===== src/rtl/activation_arbiter.sv =====
// activation_arbiter
// Shares one four-phase activation unit (argument -> result -> error ->
// propagate) between N neuron requesters. A requester is granted the unit
// with round-robin priority and keeps it for the whole forward transaction,
// plus the backward transaction (error/propagate) when train was high at
// grant time. The granted requester's streams are muxed onto the unit and the
// unit's responses are demuxed back to it.
//
// Ports:
//   clock, reset            clock and synchronous active-high reset
//   train                   training mode, sampled when a grant is made
//   req_argument_*          per-requester argument streams (in from neurons)
//   req_result_*            per-requester result streams (data broadcast)
//   req_error_*             per-requester error streams (in from neurons)
//   req_propagate_*         per-requester propagate streams (data broadcast)
//   unit_train              registered train copy for the shared unit
//   unit_argument/result/error/propagate_*  the shared unit's four streams
//   grant                   one-hot current owner, zero when idle
//   busy                    a transaction is in progress
module activation_arbiter #(
  parameter int N     = 4,
  parameter int ARG_W = 16,
  parameter int RES_W = 8
) (
  input  logic               clock,
  input  logic               reset,
  input  logic               train,
  input  logic [N-1:0]       req_argument_valid,
  input  logic [N*ARG_W-1:0] req_argument_data,
  output logic [N-1:0]       req_argument_ready,
  output logic [N-1:0]       req_result_valid,
  output logic [RES_W-1:0]   req_result_data,
  input  logic [N-1:0]       req_result_ready,
  input  logic [N-1:0]       req_error_valid,
  input  logic [N*ARG_W-1:0] req_error_data,
  output logic [N-1:0]       req_error_ready,
  output logic [N-1:0]       req_propagate_valid,
  output logic [ARG_W-1:0]   req_propagate_data,
  input  logic [N-1:0]       req_propagate_ready,
  output logic               unit_train,
  output logic               unit_argument_valid,
  output logic [ARG_W-1:0]   unit_argument_data,
  input  logic               unit_argument_ready,
  input  logic               unit_result_valid,
  input  logic [RES_W-1:0]   unit_result_data,
  output logic               unit_result_ready,
  output logic               unit_error_valid,
  output logic [ARG_W-1:0]   unit_error_data,
  input  logic               unit_error_ready,
  input  logic               unit_propagate_valid,
  input  logic [ARG_W-1:0]   unit_propagate_data,
  output logic               unit_propagate_ready,
  output logic [N-1:0]       grant,
  output logic               busy
);

  localparam int PTR_W = $clog2(N);

  typedef enum logic [2:0] {IDLE, ARG, RES, ERR, PRP} state_t;

  state_t             state_q, state_d;
  logic [N-1:0]       grant_q, grant_d;
  logic [PTR_W-1:0]   ptr_q, ptr_d;
  logic               train_q, train_d;

  logic [2*N-1:0]     validRot;
  logic [N-1:0]       selRot;
  logic [2*N-1:0]     selWide;
  logic [N-1:0]       selOneHot;

  logic               argValid, errValid, resReady, prpReady;
  logic [ARG_W-1:0]   argData, errData;
  logic [PTR_W-1:0]   nextPtr;

  // Round-robin pick: rotate the valids so bit 0 is the requester at ptr,
  // take the lowest set bit, then rotate the one-hot back. Doubling the
  // vectors makes the wrap work for any N, power of two or not.
  always_comb begin
    validRot = {req_argument_valid, req_argument_valid} >> ptr_q;
    selRot   = '0;
    for (int j = N - 1; j >= 0; j--) begin
      if (validRot[j]) begin
        selRot    = '0;
        selRot[j] = 1'b1;
      end
    end
    selWide   = {{N{1'b0}}, selRot} << ptr_q;
    selOneHot = selWide[N-1:0] | selWide[2*N-1:N];
  end

  // Mux the granted requester's inputs; grant is one-hot or zero, so at most
  // one iteration matches. Also derive the pointer value used on release.
  always_comb begin
    argValid = 1'b0;
    errValid = 1'b0;
    resReady = 1'b0;
    prpReady = 1'b0;
    argData  = '0;
    errData  = '0;
    nextPtr  = '0;
    for (int i = 0; i < N; i++) begin
      if (grant_q[i]) begin
        argValid = req_argument_valid[i];
        errValid = req_error_valid[i];
        resReady = req_result_ready[i];
        prpReady = req_propagate_ready[i];
        argData  = req_argument_data[i*ARG_W +: ARG_W];
        errData  = req_error_data[i*ARG_W +: ARG_W];
        nextPtr  = (i == N - 1) ? '0 : PTR_W'(i + 1);
      end
    end
  end

  assign unit_argument_data = argData;
  assign unit_error_data    = errData;
  assign req_result_data    = unit_result_data;
  assign req_propagate_data = unit_propagate_data;
  assign unit_train         = train_q;
  assign grant              = grant_q;
  assign busy               = (state_q != IDLE);

  always_comb begin
    state_d              = state_q;
    grant_d              = grant_q;
    ptr_d                = ptr_q;
    train_d              = train_q;
    unit_argument_valid  = 1'b0;
    unit_result_ready    = 1'b0;
    unit_error_valid     = 1'b0;
    unit_propagate_ready = 1'b0;
    req_argument_ready   = '0;
    req_result_valid     = '0;
    req_error_ready      = '0;
    req_propagate_valid  = '0;
    case (state_q)
      IDLE: begin
        if (|req_argument_valid) begin
          grant_d = selOneHot;
          train_d = train;
          state_d = ARG;
        end
      end
      ARG: begin
        unit_argument_valid = argValid;
        req_argument_ready  = grant_q & {N{unit_argument_ready}};
        if (argValid && unit_argument_ready) state_d = RES;
      end
      RES: begin
        unit_result_ready = resReady;
        req_result_valid  = grant_q & {N{unit_result_valid}};
        if (unit_result_valid && resReady) begin
          if (train_q) begin
            state_d = ERR;
          end else begin
            state_d = IDLE;
            grant_d = '0;
            ptr_d   = nextPtr;
          end
        end
      end
      ERR: begin
        unit_error_valid = errValid;
        req_error_ready  = grant_q & {N{unit_error_ready}};
        if (errValid && unit_error_ready) state_d = PRP;
      end
      PRP: begin
        unit_propagate_ready = prpReady;
        req_propagate_valid  = grant_q & {N{unit_propagate_valid}};
        if (unit_propagate_valid && prpReady) begin
          state_d = IDLE;
          grant_d = '0;
          ptr_d   = nextPtr;
        end
      end
      default: begin
        state_d = IDLE;
        grant_d = '0;
      end
    endcase
  end

  always_ff @(posedge clock) begin
    if (reset) begin
      state_q <= IDLE;
      grant_q <= '0;
      ptr_q   <= '0;
      train_q <= 1'b0;
    end else begin
      state_q <= state_d;
      grant_q <= grant_d;
      ptr_q   <= ptr_d;
      train_q <= train_d;
    end
  end

endmodule


===== config.mk =====
export PLATFORM = sky130hd
export DESIGN_NAME = activation_arbiter
export DESIGN_NICKNAME = d
export VERILOG_FILES = /design/src/rtl/activation_arbiter.sv
export SDC_FILE = /design/constraint.sdc
export NUM_CORES = 1
export LEC_CHECK = 0
export ABC_CLOCK_PERIOD_IN_PS = 3000
export CORE_AREA = 4 4 99 101
export CTS_CLUSTER_SIZE = 10
export DETAILED_ROUTE_END_ITERATION = 16
export DIE_AREA = 0 0 103 105
export GPL_TIMING_DRIVEN = 1
export HOLD_SLACK_MARGIN = 0.02
export PLACE_DENSITY = 0.77
export SLEW_MARGIN = 40
export SYNTH_ARGS = -nofsm -noshare
export SYNTH_HDL_FRONTEND = slang
export SYNTH_SLANG_ARGS = --single-unit

===== constraint.sdc =====
create_clock -name clock -period 3 [get_ports clock]
set_clock_uncertainty 0.15 [all_clocks]
set_input_delay 0.6 -clock clock [delete_from_list [all_inputs] [get_ports clock]]
set_output_delay 0.6 -clock clock [all_outputs]
set_load 0.02 [all_outputs]

==> run summary, run 1 <==
root buffer cell: clkbuf_8
Slew headroom: 65.3%
DR WL/cell: 16.7 µm
YS warnings: 0
post-synthesis cell count: 341
1st-iter DRT viols: 125
port bufs: 208
CP arrival: 2150 ps
Netlist cell types: 37
Min Hold Slack: 413 ps
Final GP Congestion: 0.811
antenna violation net count after detailed routing: 0
Hold Crit Depth: 2
Post-synth ARST share: 0%
CTS sink count: 10
Cell Pwr Density: 222 mW/mm²
worst r2r dst: ptr_q[0]$_SDFFE_PP0P_
largest net degree at the start of global routing: 45
Antenna diodes: 0
unrepaired setup endpoints after global routing: no
Final Cycle Share: 96.7%
worst r2r src: grant[2]$_SDFFE_PP0P_
# hold bufs at CTS: 0
clock period minus worst slack: 2900 ps
DR pass1 iterations: 4
grt ovf: 0
vias in the first global route: 2954
vias per inst: 5.07
worst skew pair latency: 240 ps
syn_nets: 516
critical path class: in -> out
clock tree buffer depth: 2
Highest Clock Rate: 345 MHz
register bit total from synthesis: 10
EDFF count, synth: 0
sequential share of the synthesized area: 10.0%
core area: 0.00902 mm²
endpoints failing setup: 0
Slew @ Worst Pin: 520 ps
Total Power: 0.925 mW
Reg clk slew, reported paths: 50 ps
die area: 0.0108 mm²
R2R Setup Slk: 790 ps
Synth Area per Inst: 5.87 µm²
postcts setup bufs: 0
leak pwr: 1.63 nW
Tot GR Track Use: 17.4%
CP startpoint: req_error_data[27]
die height: 105 µm
hpwl dp: 8400 µm
initial antenna violation count: 0
CTS tree: built
I/O pins: 257
CP required: 2250 ps
number of H-tree levels: 1
final WL: 10500 µm
crit path launch type: input pin
Min-Delay Path Class: reg -> reg
final number of hold-violating endpoints: 0
Max FO, Critical Path: 1
hold path start: unit_train$_SDFFE_PP0P_
worst hold endpoint: unit_train$_SDFFE_PP0P_
area grow syn2layout: 108%
std cell rows: 35
first-pass GRT wire length: 15100 µm
CTS Buf Count: 3
drt drc: 0
synthesized area: 0.00200 mm²
ys flop type: dfxtp_1
share of post-route cells with drive strength above 1: 5.64%
max-cap violation count: 0
via count: 3170
max-slew violation count: 0
R2R depth: 5
outcome: finished clean
Die W: 103 µm
Starting Density: 22.2%
VDD IR max: 0.0988 mV
kind of end point of the critical path: output pin
layout net count: 690
## sequential cells by signal, indices dropped and copies added (netlist names)
register	cells
grant	4
ptr_q	2
state_q	3
unit_train	1
## placed cells by master, fill, tap and decap left out, types with 3 or more instances in the layout
master,synthesis,layout
a21oi_1,49,49
a22oi_1,33,33
a31oi_1,3,3
and2_1,7,7
and3_1,12,12
buf_12,0,4
buf_4,24,14
clkbuf_8,0,4
clkdlybuf4s50_1,0,200
dfxtp_1,10,7
dlymetal6s2s_1,0,5
inv_1,7,7
nand2_1,34,34
nand3_1,4,4
nor2_1,48,47
nor2b_1,4,4
nor3_1,4,4
nor3b_1,3,3
o21ai_0,35,35
o31ai_1,4,4
o41ai_1,3,3
## worst max path at each step
stage                                  to  slack (ps)  cells past startpoint
floorplan           unit_argument_data[6]         300                      7
global placement         unit_error_valid        -130                      6
detailed placement    unit_argument_valid         -60                      5
CTS                     unit_result_ready          10                      6
global route          unit_error_data[11]          20                      6
finish                unit_error_data[11]         100                      6
## stage by stage
stage | instances | TNS (ps) | setup slack, ps | area (µm²) | utilization (%)
after floorplan | 341 | 0 | 297 | 2000 | -
after global placement | 621 | -191 | -134 | 4100 | 45.4
after detailed placement | 621 | -124 | -64.7 | 4100 | 45.4
after CTS | 625 | 0 | 9.96 | 4160 | 46.1
after global routing | 625 | 0 | 17.4 | 4170 | 46.3
final | 625 | 0 | 98.4 | 4170 | 46.3
## where the power goes
part	internal (mW)	switching, mW
logic	0.347	0.256
clock network	0.115	0.0533
registers	0.139	0.0136
## critical path: stages
cell             delay, ps
clkdlybuf4s50_1        460
a22oi_1                 80
nor2_1                 100
a21oi_1                 60
o21ai_0                200
clkdlybuf4s50_1        640
## cell families after synthesis
group	Yosys count	synth area share [%]
buf+inv	64	17.1
compound gates	142	43.9
simple gates	125	29.0
flops	10	10.0
## Yosys cell counts, drive strengths merged (3+ instances only)
| cell | number | area, µm² |
|---|---|---|
| a21oi | 49 | 245 |
| a22oi | 33 | 248 |
| a31oi | 3 | 18.8 |
| and2 | 7 | 43.8 |
| and3 | 12 | 75.1 |
| buf | 34 | 229 |
| clkbuf | 23 | 86.3 |
| dfxtp | 10 | 200 |
| inv | 7 | 26.3 |
| nand2 | 34 | 128 |
| nand3 | 4 | 20.0 |
| nor2 | 48 | 180 |
| nor2b | 5 | 33.8 |
| nor3 | 4 | 20.0 |
| nor3b | 3 | 22.5 |
| o21ai | 35 | 175 |
| o31ai | 4 | 30.0 |
| o41ai | 3 | 26.3 |
## routing by layer
metal / part of all wire [%] / wire length (µm) / GRT usage [%] / up-vias
li1: - / - / - / 1559
met1: 38 / 4020 / 20.3 / 1446
met2: 50 / 5260 / 31.7 / 153
met3: 9.9 / 1040 / 3.81 / 12
met4: 1.3 / 138 / 3.79 / 0
met5: 0 / 0 / 0 / -
## layout make-up
cell class,count,area [µm²]
clock buffer,4,55.1
fill,902,4850
inverter,7,26.3
multi-input combinational,267,1470
sequential,10,206
tap,111,139
timing repair buffer,226,2280
## repair_timing
item,in CTS,in global routing
pin swaps,0,0
gates resized for setup,3,7
endpoints found under the setup margin,4,8
Power figures use the tool's default switching activity.
==> run 2: changes to the inputs <==
Settings changed: SLEW_MARGIN 40 to 20.
==> results of run 2 <==
No change in the layout: final DEF, timing and power equal those of run 1.
